==> src/rtl/interp_ctrl.sv <==
// Upsampling interpolation controller: reads N samples and writes (N-1)*L+1 samples in LIN, HOLD or ZERO mode.
// One write per cycle while emitting; each input segment costs L+2 cycles (fetch + read latency + L writes).
module interp_ctrl #(
  parameter int DATA_W  = 16,
  parameter int IN_AW   = 10,
  parameter int OUT_AW  = 10,
  parameter int LOG2_UP = 2
) (
  input  logic                clk,
  input  logic                reset,
  input  logic                mode_inc,
  input  logic                mode_dec,
  input  logic                sel,
  input  logic [IN_AW:0]      n_points,
  output logic                rd_en,
  output logic [IN_AW-1:0]    rd_addr,
  input  logic [DATA_W-1:0]   rd_data,
  output logic                wr_en,
  output logic [OUT_AW-1:0]   wr_addr,
  output logic [DATA_W-1:0]   wr_data,
  output logic [1:0]          mode,
  output logic                busy,
  output logic                done,
  output logic                err,
  output logic [OUT_AW:0]     out_count
);

  localparam int L  = 1 << LOG2_UP;
  localparam int PW = DATA_W + 1 + LOG2_UP;

  typedef enum logic [2:0] {
    S_IDLE, S_FETCH_A, S_WAIT_A, S_FETCH_B, S_WAIT_B, S_EMIT, S_FINAL, S_DONE
  } state_t;

  state_t                     state, state_nxt;
  logic [IN_AW:0]             n_reg;
  logic [IN_AW:0]             nm1;
  logic [IN_AW-1:0]           k;
  logic [LOG2_UP-1:0]         j;
  logic signed [DATA_W-1:0]   xa, xb;
  logic [31:0]                span;
  logic                       reject;
  logic                       last_seg;
  logic                       last_j;

  logic signed [DATA_W:0]     diff;
  logic signed [PW-1:0]       diff_x, j_x, xa_x, prod;
  logic [DATA_W-1:0]          lin;

  assign span     = (32'(n_points) - 32'd1) << LOG2_UP;
  assign reject   = (n_points < (IN_AW+1)'(2)) || (span > 32'((1 << OUT_AW) - 1));
  assign nm1      = n_reg - (IN_AW+1)'(1);
  assign last_seg = ((IN_AW+1)'(k) + (IN_AW+1)'(1)) == nm1;
  assign last_j   = (j == LOG2_UP'(L - 1));

  // Difference needs one extra bit; the floor shift keeps the result between xa and xb.
  assign diff   = $signed({xb[DATA_W-1], xb}) - $signed({xa[DATA_W-1], xa});
  assign diff_x = PW'(diff);
  assign j_x    = PW'({1'b0, j});
  assign xa_x   = PW'(xa);
  assign prod   = diff_x * j_x;
  assign lin    = DATA_W'(xa_x + (prod >>> LOG2_UP));

  always_ff @(posedge clk) begin
    if (!reset) begin
      state <= S_IDLE;
    end else begin
      state <= state_nxt;
    end
  end

  always_comb begin
    state_nxt = state;
    rd_en     = 1'b0;
    rd_addr   = '0;
    wr_en     = 1'b0;
    wr_addr   = '0;
    wr_data   = '0;
    busy      = 1'b1;
    done      = 1'b0;
    unique case (state)
      S_IDLE: begin
        busy = 1'b0;
        if (sel) state_nxt = reject ? S_DONE : S_FETCH_A;
      end
      S_FETCH_A: begin
        rd_en     = 1'b1;
        state_nxt = S_WAIT_A;
      end
      S_WAIT_A:  state_nxt = S_FETCH_B;
      S_FETCH_B: begin
        rd_en     = 1'b1;
        rd_addr   = k + IN_AW'(1);
        state_nxt = S_WAIT_B;
      end
      S_WAIT_B:  state_nxt = S_EMIT;
      S_EMIT: begin
        wr_en   = 1'b1;
        wr_addr = OUT_AW'({k, j});
        case (mode)
          2'd0:    wr_data = lin;
          2'd2:    wr_data = (j == '0) ? xa : '0;
          default: wr_data = xa;
        endcase
        if (last_j) state_nxt = last_seg ? S_FINAL : S_FETCH_B;
      end
      S_FINAL: begin
        wr_en     = 1'b1;
        wr_addr   = OUT_AW'({nm1, LOG2_UP'(0)});
        wr_data   = xa;
        state_nxt = S_DONE;
      end
      S_DONE: begin
        busy = 1'b0;
        done = 1'b1;
        if (sel) state_nxt = S_IDLE;
      end
      default: state_nxt = S_IDLE;
    endcase
  end

  always_ff @(posedge clk) begin
    if (!reset) begin
      mode      <= 2'd0;
      n_reg     <= '0;
      k         <= '0;
      j         <= '0;
      xa        <= '0;
      xb        <= '0;
      err       <= 1'b0;
      out_count <= '0;
    end else begin
      unique case (state)
        S_IDLE: begin
          if (sel) begin
            n_reg     <= n_points;
            k         <= '0;
            err       <= reject;
            out_count <= '0;
          end else if (mode_inc && !mode_dec) begin
            mode <= (mode == 2'd2) ? 2'd0 : mode + 2'd1;
          end else if (mode_dec && !mode_inc) begin
            mode <= (mode == 2'd0) ? 2'd2 : mode - 2'd1;
          end
        end
        S_WAIT_A: xa <= rd_data;
        S_WAIT_B: begin
          xb <= rd_data;
          j  <= '0;
        end
        S_EMIT: begin
          j <= j + LOG2_UP'(1);
          if (last_j) begin
            xa <= xb;
            k  <= k + IN_AW'(1);
          end
        end
        S_FINAL: out_count <= (OUT_AW+1)'({nm1, LOG2_UP'(0)}) + (OUT_AW+1)'(1);
        S_DONE: if (sel) err <= 1'b0;
        default: ;
      endcase
    end
  end

endmodule

==> config.mk <==
export PLATFORM = sky130hd
export DESIGN_NAME = interp_ctrl
export DESIGN_NICKNAME = d
export VERILOG_FILES = /design/src/rtl/interp_ctrl.sv
export SDC_FILE = /design/constraint.sdc
export NUM_CORES = 1
export LEC_CHECK = 0
export BUFFER_PORTS_ARGS = -buffer_cell sky130_fd_sc_hd__buf_2
export CAP_MARGIN = 20
export CORE_ASPECT_RATIO = 0.6
export CORE_UTILIZATION = 55
export CTS_CLUSTER_SIZE = 24
export DETAILED_ROUTE_END_ITERATION = 16
export PLACE_DENSITY = 0.76
export REMOVE_ABC_BUFFERS = 1
export SLEW_MARGIN = 20
export SYNTH_ARGS = -nofsm -noshare
export SYNTH_HDL_FRONTEND = slang
export SYNTH_SLANG_ARGS = --single-unit
==> constraint.sdc <==
create_clock -name clk -period 17.15 [get_ports clk]
set_input_delay 3.43 -clock clk [delete_from_list [all_inputs] [get_ports clk]]
set_output_delay 3.43 -clock clk [all_outputs]
set_load 0.1 [all_outputs]
==> impl_metrics.yaml, run 1 <==
logic_synthesis:
  synth_warnings: 0
  synth.yosys.seq_area_share: 0.224
  synthArstFlopShare: 0
  ys.flop_type: "dfxtp_1"
  synthCells: 851
  netlist_area_um2: 6350
  synth_edf_count: 0
  synth_seq_cells: 71
  postSynthAreaPerCell_um2: 7.46
  post_synth_num_cell_types: 58
hold_path:
  hold_class: "flip-flop to flip-flop"
routing:
  via_per_inst: 5.87
  wirelength_mm: 16.8
  wl_per_cell_um: 16.0
  vias: 6188
  postRouteAntennaNets: 0
  first_pass_iters: 6
  post-route-drc-count: 0
  drt_iter0_markers: 495
critical_path:
  cpMostUsedCell: "o21ai_0"
  path_max_fanout: 6
  critPathCaptureType: "primary output"
  slowest_delay_ps: 430
  start_kind: "flip-flop"
  crit_type: "flip-flop to primary output"
  crit_arrival_ps: 6670
  cp.required_ps: 13720
  cpMaxStageDelayCell: "dfxtp_1"
clock_network:
  cts_root_buffer: "clkbuf_16"
  ctsHtreeMaxLevel: 3
  clk_pin_slew_ps: 60
  cts_tree: "built"
  cts_inserted_buffers: 9
  clockBufferDepth: 2
  clock_latency_ps: 330
  cts_hold_buf: 0
  ctsResizeCount: 0
  clkSinkCount: 71
  postCtsSetupRepairBufs: 0
grt:
  grt-ovfl-total: 0
  antenna_found_initial: 0
  track_usage: 0.285
  grt_pass1_vias: 5618
  grt_pass1_wl_mm: 27.3
  grt_max_degree: 72
timing:
  slew_headroom: 0.271
  clock_skew_ps: 8.32
  clock.fmax_mhz: 99.0
  rsz0062_at_grt: "no"
  setup_viol: 0
  slew_viol_final: 0
  hold_viol: 0
  worstMarginPinSlew_ps: 1090
  tns_ps: 0
  min_period_ps: 10100
  final.period_utilization: 0.589
floorplan:
  start_util: 0.583
  rows: 29
  core_area_um2: 10900
  boundaryPins: 86
  die-area_um2: 12000
  die_w_um: 141
  fp.dieH_um: 85.2
placement:
  finalWeightedCongestion: 0.953
  dpl.cell_count: 1038
  hpwl_mm: 12.9
  io_buffers: 84
layout:
  layout_common_cells: "146 x nand2_1, 84 x buf_2, 72 x ha_1"
  drive_gt1_frac: 0.126
  instances_no_fill: 1054
  final_common_cell: "nand2_1"
  area_growth_pct: 12.7
  nNetsFinal: 1017
  antenna_cells: 0
power_and_ir_drop:
  combinationalPowerShare: 0.400
  p_leak_nw: 3.48
  ir_drop_v: 0.0000700
  pwr-share-seq: 0.297
  intPower_mw: 0.403
  power.switching_mw: 0.266
  power_density_nw_per_um2: 93.6
  swShare: 0.398
  clkPwrFrac: 0.303
status:
  status: "finished, final reports clean"
flow_run:
  max-cap-violations: 0
## layer usage
metal / track usage / wire length (um)
met1: 0.413 / 8100
met2: 0.438 / 7170
met5: 0 / 0
met4: 0.0583 / 163
met3: 0.0559 / 1410
## worst max-delay path, delay by kind of cell (launching register included)
family / cells / cell delay (ps)
buf+inv: 2 / 550
flops: 1 / 430
xor+xnor: 3 / 450
compound gates: 13 / 2850
fa+ha+maj: 4 / 1260
simple gates: 5 / 800
## power groups by stage
stage | Combinational [mW] | Clock (mW) | Sequential (mW)
after floorplan | 0.194 | 0 | 0.209
after global placement | 0.254 | 0 | 0.201
after detailed placement | 0.262 | 0 | 0.202
after CTS | 0.264 | 0.204 | 0.198
after global routing | 0.291 | 0.212 | 0.200
final | 0.268 | 0.203 | 0.199
## area by class of cell
| cell class | count | area [um^2] |
|---|---|---|
| Multi-Input combinational cell | 699 | 4630 |
| Tap cell | 139 | 174 |
| Clock buffer | 11 | 243 |
| Timing Repair Buffer | 88 | 450 |
| Inverter | 41 | 154 |
| Fill cell | 930 | 3730 |
| Sequential cell | 71 | 1420 |
| Clock inverter | 5 | 81.3 |
## worst paths after layout
kind	slack [ps]	from	depth (start not counted)	endpoint
hold / removal	480	out_count[0]	2	out_count[0]
setup reg to reg	13660	state[2]	9	xa[5]
setup / recovery	7050	xa[1]	27	wr_data[15]
hold reg to reg	480	out_count[0]	2	out_count[0]
## cell families (layout without fill, tap and decap cells)
kind of cell | after synthesis | count (layout) | share of synthesized area
other | 1 | 1 | 0.000591
adder cells (fa/ha/maj) | 75 | 75 | 0.151
AND/OR/NAND/NOR | 349 | 349 | 0.259
flip-flops | 71 | 71 | 0.224
AO/OA/AOI/OAI | 204 | 204 | 0.218
multiplexers | 5 | 5 | 0.00808
XOR/XNOR | 65 | 65 | 0.0897
buffers and inverters | 81 | 145 | 0.0489
## stage by stage
step                hold WS (ps)  power (mW)  instance area (um^2)  setup slack [ps]   util
global route                 499       0.703                  7150              6500  0.657
CTS                          478       0.666                  7150              7100  0.657
finish                       477       0.670                  7150              7050  0.657
global placement             457       0.454                  6820              7880  0.627
detailed placement           470       0.463                  6820              7480  0.627
floorplan                    443       0.403                  6190              7030      -
## cell usage after synthesis (4+ instances only)
| cell | instances | area share |
|---|---|---|
| a211oi_1 | 4 | 0.0047 |
| a21boi_0 | 33 | 0.039 |
| a21o_1 | 13 | 0.015 |
| a21oi_1 | 46 | 0.036 |
| a31oi_1 | 9 | 0.0089 |
| and2_1 | 34 | 0.034 |
| and3_1 | 9 | 0.0089 |
| clkbuf_1 | 35 | 0.021 |
| dfxtp_1 | 71 | 0.22 |
| ha_1 | 72 | 0.14 |
| inv_1 | 40 | 0.024 |
| mux2i_1 | 4 | 0.0063 |
| nand2_1 | 146 | 0.086 |
| nand2b_1 | 9 | 0.0089 |
| nand3_1 | 36 | 0.028 |
| nor2_1 | 55 | 0.033 |
| nor2b_1 | 24 | 0.024 |
| nor3_1 | 15 | 0.012 |
| o211a_1 | 18 | 0.028 |
| o211ai_1 | 5 | 0.0059 |
| o21a_1 | 4 | 0.0047 |
| o21ai_0 | 41 | 0.032 |
| o21ai_1 | 4 | 0.0032 |
| o21bai_1 | 4 | 0.0047 |
| o31ai_1 | 4 | 0.0047 |
| xnor2_1 | 38 | 0.052 |
| xor2_1 | 27 | 0.037 |
No activity file was read; power rests on OpenSTA's default activity.
==> inputs of run 2 (changes only) <==
--- a/config.mk
+++ b/config.mk
@@ -8,10 +8,10 @@
 export BUFFER_PORTS_ARGS = -buffer_cell sky130_fd_sc_hd__buf_2
 export CAP_MARGIN = 20
 export CORE_ASPECT_RATIO = 0.6
-export CORE_UTILIZATION = 55
+export CORE_UTILIZATION = 54
 export CTS_CLUSTER_SIZE = 24
 export DETAILED_ROUTE_END_ITERATION = 16
-export PLACE_DENSITY = 0.76
+export PLACE_DENSITY = 0.78
 export REMOVE_ABC_BUFFERS = 1
 export SLEW_MARGIN = 20
 export SYNTH_ARGS = -nofsm -noshare
==> constraint.sdc (replaced) <==
create_clock -name clk -period 8.4 [get_ports clk]
set_input_delay 1.68 -clock clk [delete_from_list [all_inputs] [get_ports clk]]
set_output_delay 1.68 -clock clk [all_outputs]
set_load 0.1 [all_outputs]
==> run 2 against run 1 <==
Worst hold slack worse by 14 ps. Critical endpoint unchanged. Flip-flop and latch count stayed put. Clock skew hardly changed. Design area is 0.30% lower. Final cell count is 2.2% higher. Largest cell class unchanged.
==> impl_metrics.yaml, run 2 (synthesis gave the netlist of run 1 again) <==
status:
  status: "finished, final reports clean"
timing:
  min_period_ps: 7820
  slew_viol_final: 0
  setup_viol: 0
  clock_skew_ps: 8.30
  hold_viol: 0
  slew_headroom: 0.381
  clock.fmax_mhz: 128
  fin_ws_ps: 575
  rsz0062_at_grt: "no"
  worstMarginPinSlew_ps: 927
  tns_ps: 0
  final.period_utilization: 0.932
  hold_ws_ps: 463
layout:
  layout_common_cells: "146 x nand2_1, 83 x buf_2, 72 x ha_1"
  final_common_cell: "nand2_1"
  seq_area_um2: 1420
  fin_area_um2: 7130
  drive_gt1_frac: 0.126
  multi_input_area_um2: 4630
  fillers: 1043
  nNetsFinal: 1019
  antenna_cells: 0
  area_growth_pct: 12.4
clock_network:
  clockBufferDepth: 2
  clock_latency_ps: 340
  postCtsSetupRepairBufs: 0
  cts_inserted_buffers: 9
  ctsHtreeMaxLevel: 3
  clkSinkCount: 71
  clk_pin_slew_ps: 60
  cts_tree: "built"
  cts_root_buffer: "clkbuf_16"
critical_path:
  path_max_fanout: 5
  cpMaxStageDelayCell: "fa_1"
  slowest_delay_ps: 400
  path_delay_family: "compound AO/OA/AOI/OAI gates"
  crit_type: "flip-flop to primary output"
  cpMostUsedCell: "ha_1"
  worst-path-buf-inv: 2
  start_kind: "flip-flop"
  crit_arrival_ps: 6140
  critPathCaptureType: "primary output"
  cp.required_ps: 6720
floorplan:
  fp.dieH_um: 86.0
  boundaryPins: 86
  die_w_um: 142
  core_area_um2: 11400
  start_util: 0.558
  rows: 30
  die-area_um2: 12200
routing:
  via_per_inst: 5.58
  wirelength_mm: 16.4
  first_pass_iters: 5
  wl_per_cell_um: 15.2
  drt_iter0_markers: 529
  vias: 6015
  post-route-drc-count: 0
  postRouteAntennaNets: 0
placement:
  postPlaceCellArea_um2: 6860
  io_buffers: 84
  hpwl_mm: 12.3
  finalWeightedCongestion: 0.916
  dpl_worst_slack_ps: 774
power_and_ir_drop:
  p_leak_nw: 3.46
  swShare: 0.419
  pwr-share-seq: 0.311
  power.switching_mw: 0.544
  clkPwrFrac: 0.269
  combinationalPowerShare: 0.420
  intPower_mw: 0.755
  fin_total_pwr_mw: 1.30
  power_density_nw_per_um2: 182
  ir_drop_v: 0.000126
grt:
  grt_pass1_vias: 5199
  track_usage: 0.275
  antenna_found_initial: 0
  grt-ovfl-total: 0
  grt_max_degree: 72
  grt_pass1_wl_mm: 26.6
flow_run:
  max-cap-violations: 0
hold_path:
  hold_class: "flip-flop to flip-flop"
[run 2: worst register-to-register path, cell delays in order (launching register included)]
cell      delay (ps)
dfxtp_1          620
clkinv_1         400
nor2_1           290
and2_1           160
buf_4            330
nand2_1          470
o21ai_2          160
buf_4            380
o211ai_1         160
o211a_1          170
[run 2: metrics by stage]
stage | util | instances
6_report | 0.627 | 1077
2_1_floorplan | - | 811
4_1_cts | 0.626 | 1077
3_3_place_gp | 0.604 | 1061
5_1_grt | 0.627 | 1077
3_5_place_dp | 0.604 | 1061
[run 2: area by class of cell]
class | count | area share
clock buffer | 12 | 0.0332
clock inverter | 4 | 0.00316
inverter | 41 | 0.0216
multi-input combinational | 699 | 0.649
sequential | 71 | 0.199
tap | 160 | 0.0281
timing repair buffer | 90 | 0.0656
[run 2: repair_timing]
item / CTS / global route
gates resized for setup: 0 / 4
hold buffers: 0 / 0
endpoints found under the setup margin: 0 / 2
[run 2: final timing paths]
kind                      from           end  slack, ps  depth (start not counted)
setup / recovery         xb[0]   wr_data[15]        580                         27
hold reg to reg   out_count[0]  out_count[0]        460                          2
setup reg to reg      state[2]         xa[0]       5170                          9
hold / removal    out_count[0]  out_count[0]        460                          2
[run 2: power by group through the flow]
stage	logic (mW)	registers (mW)	clock network, mW
4_1_cts	0.539	0.403	0.351
2_1_floorplan	0.395	0.427	0
6_report	0.546	0.404	0.349
3_5_place_dp	0.535	0.410	0
3_3_place_gp	0.528	0.410	0
5_1_grt	0.602	0.408	0.366
[run 2: per-layer routing]
metal  track usage  up-vias  wire length [um]
met5             0        -                 0
met4        0.0450        0                69
met3        0.0463        8              1130
met2         0.379      212              6260
met1         0.438     2739              8900
li1              -     3056                 -
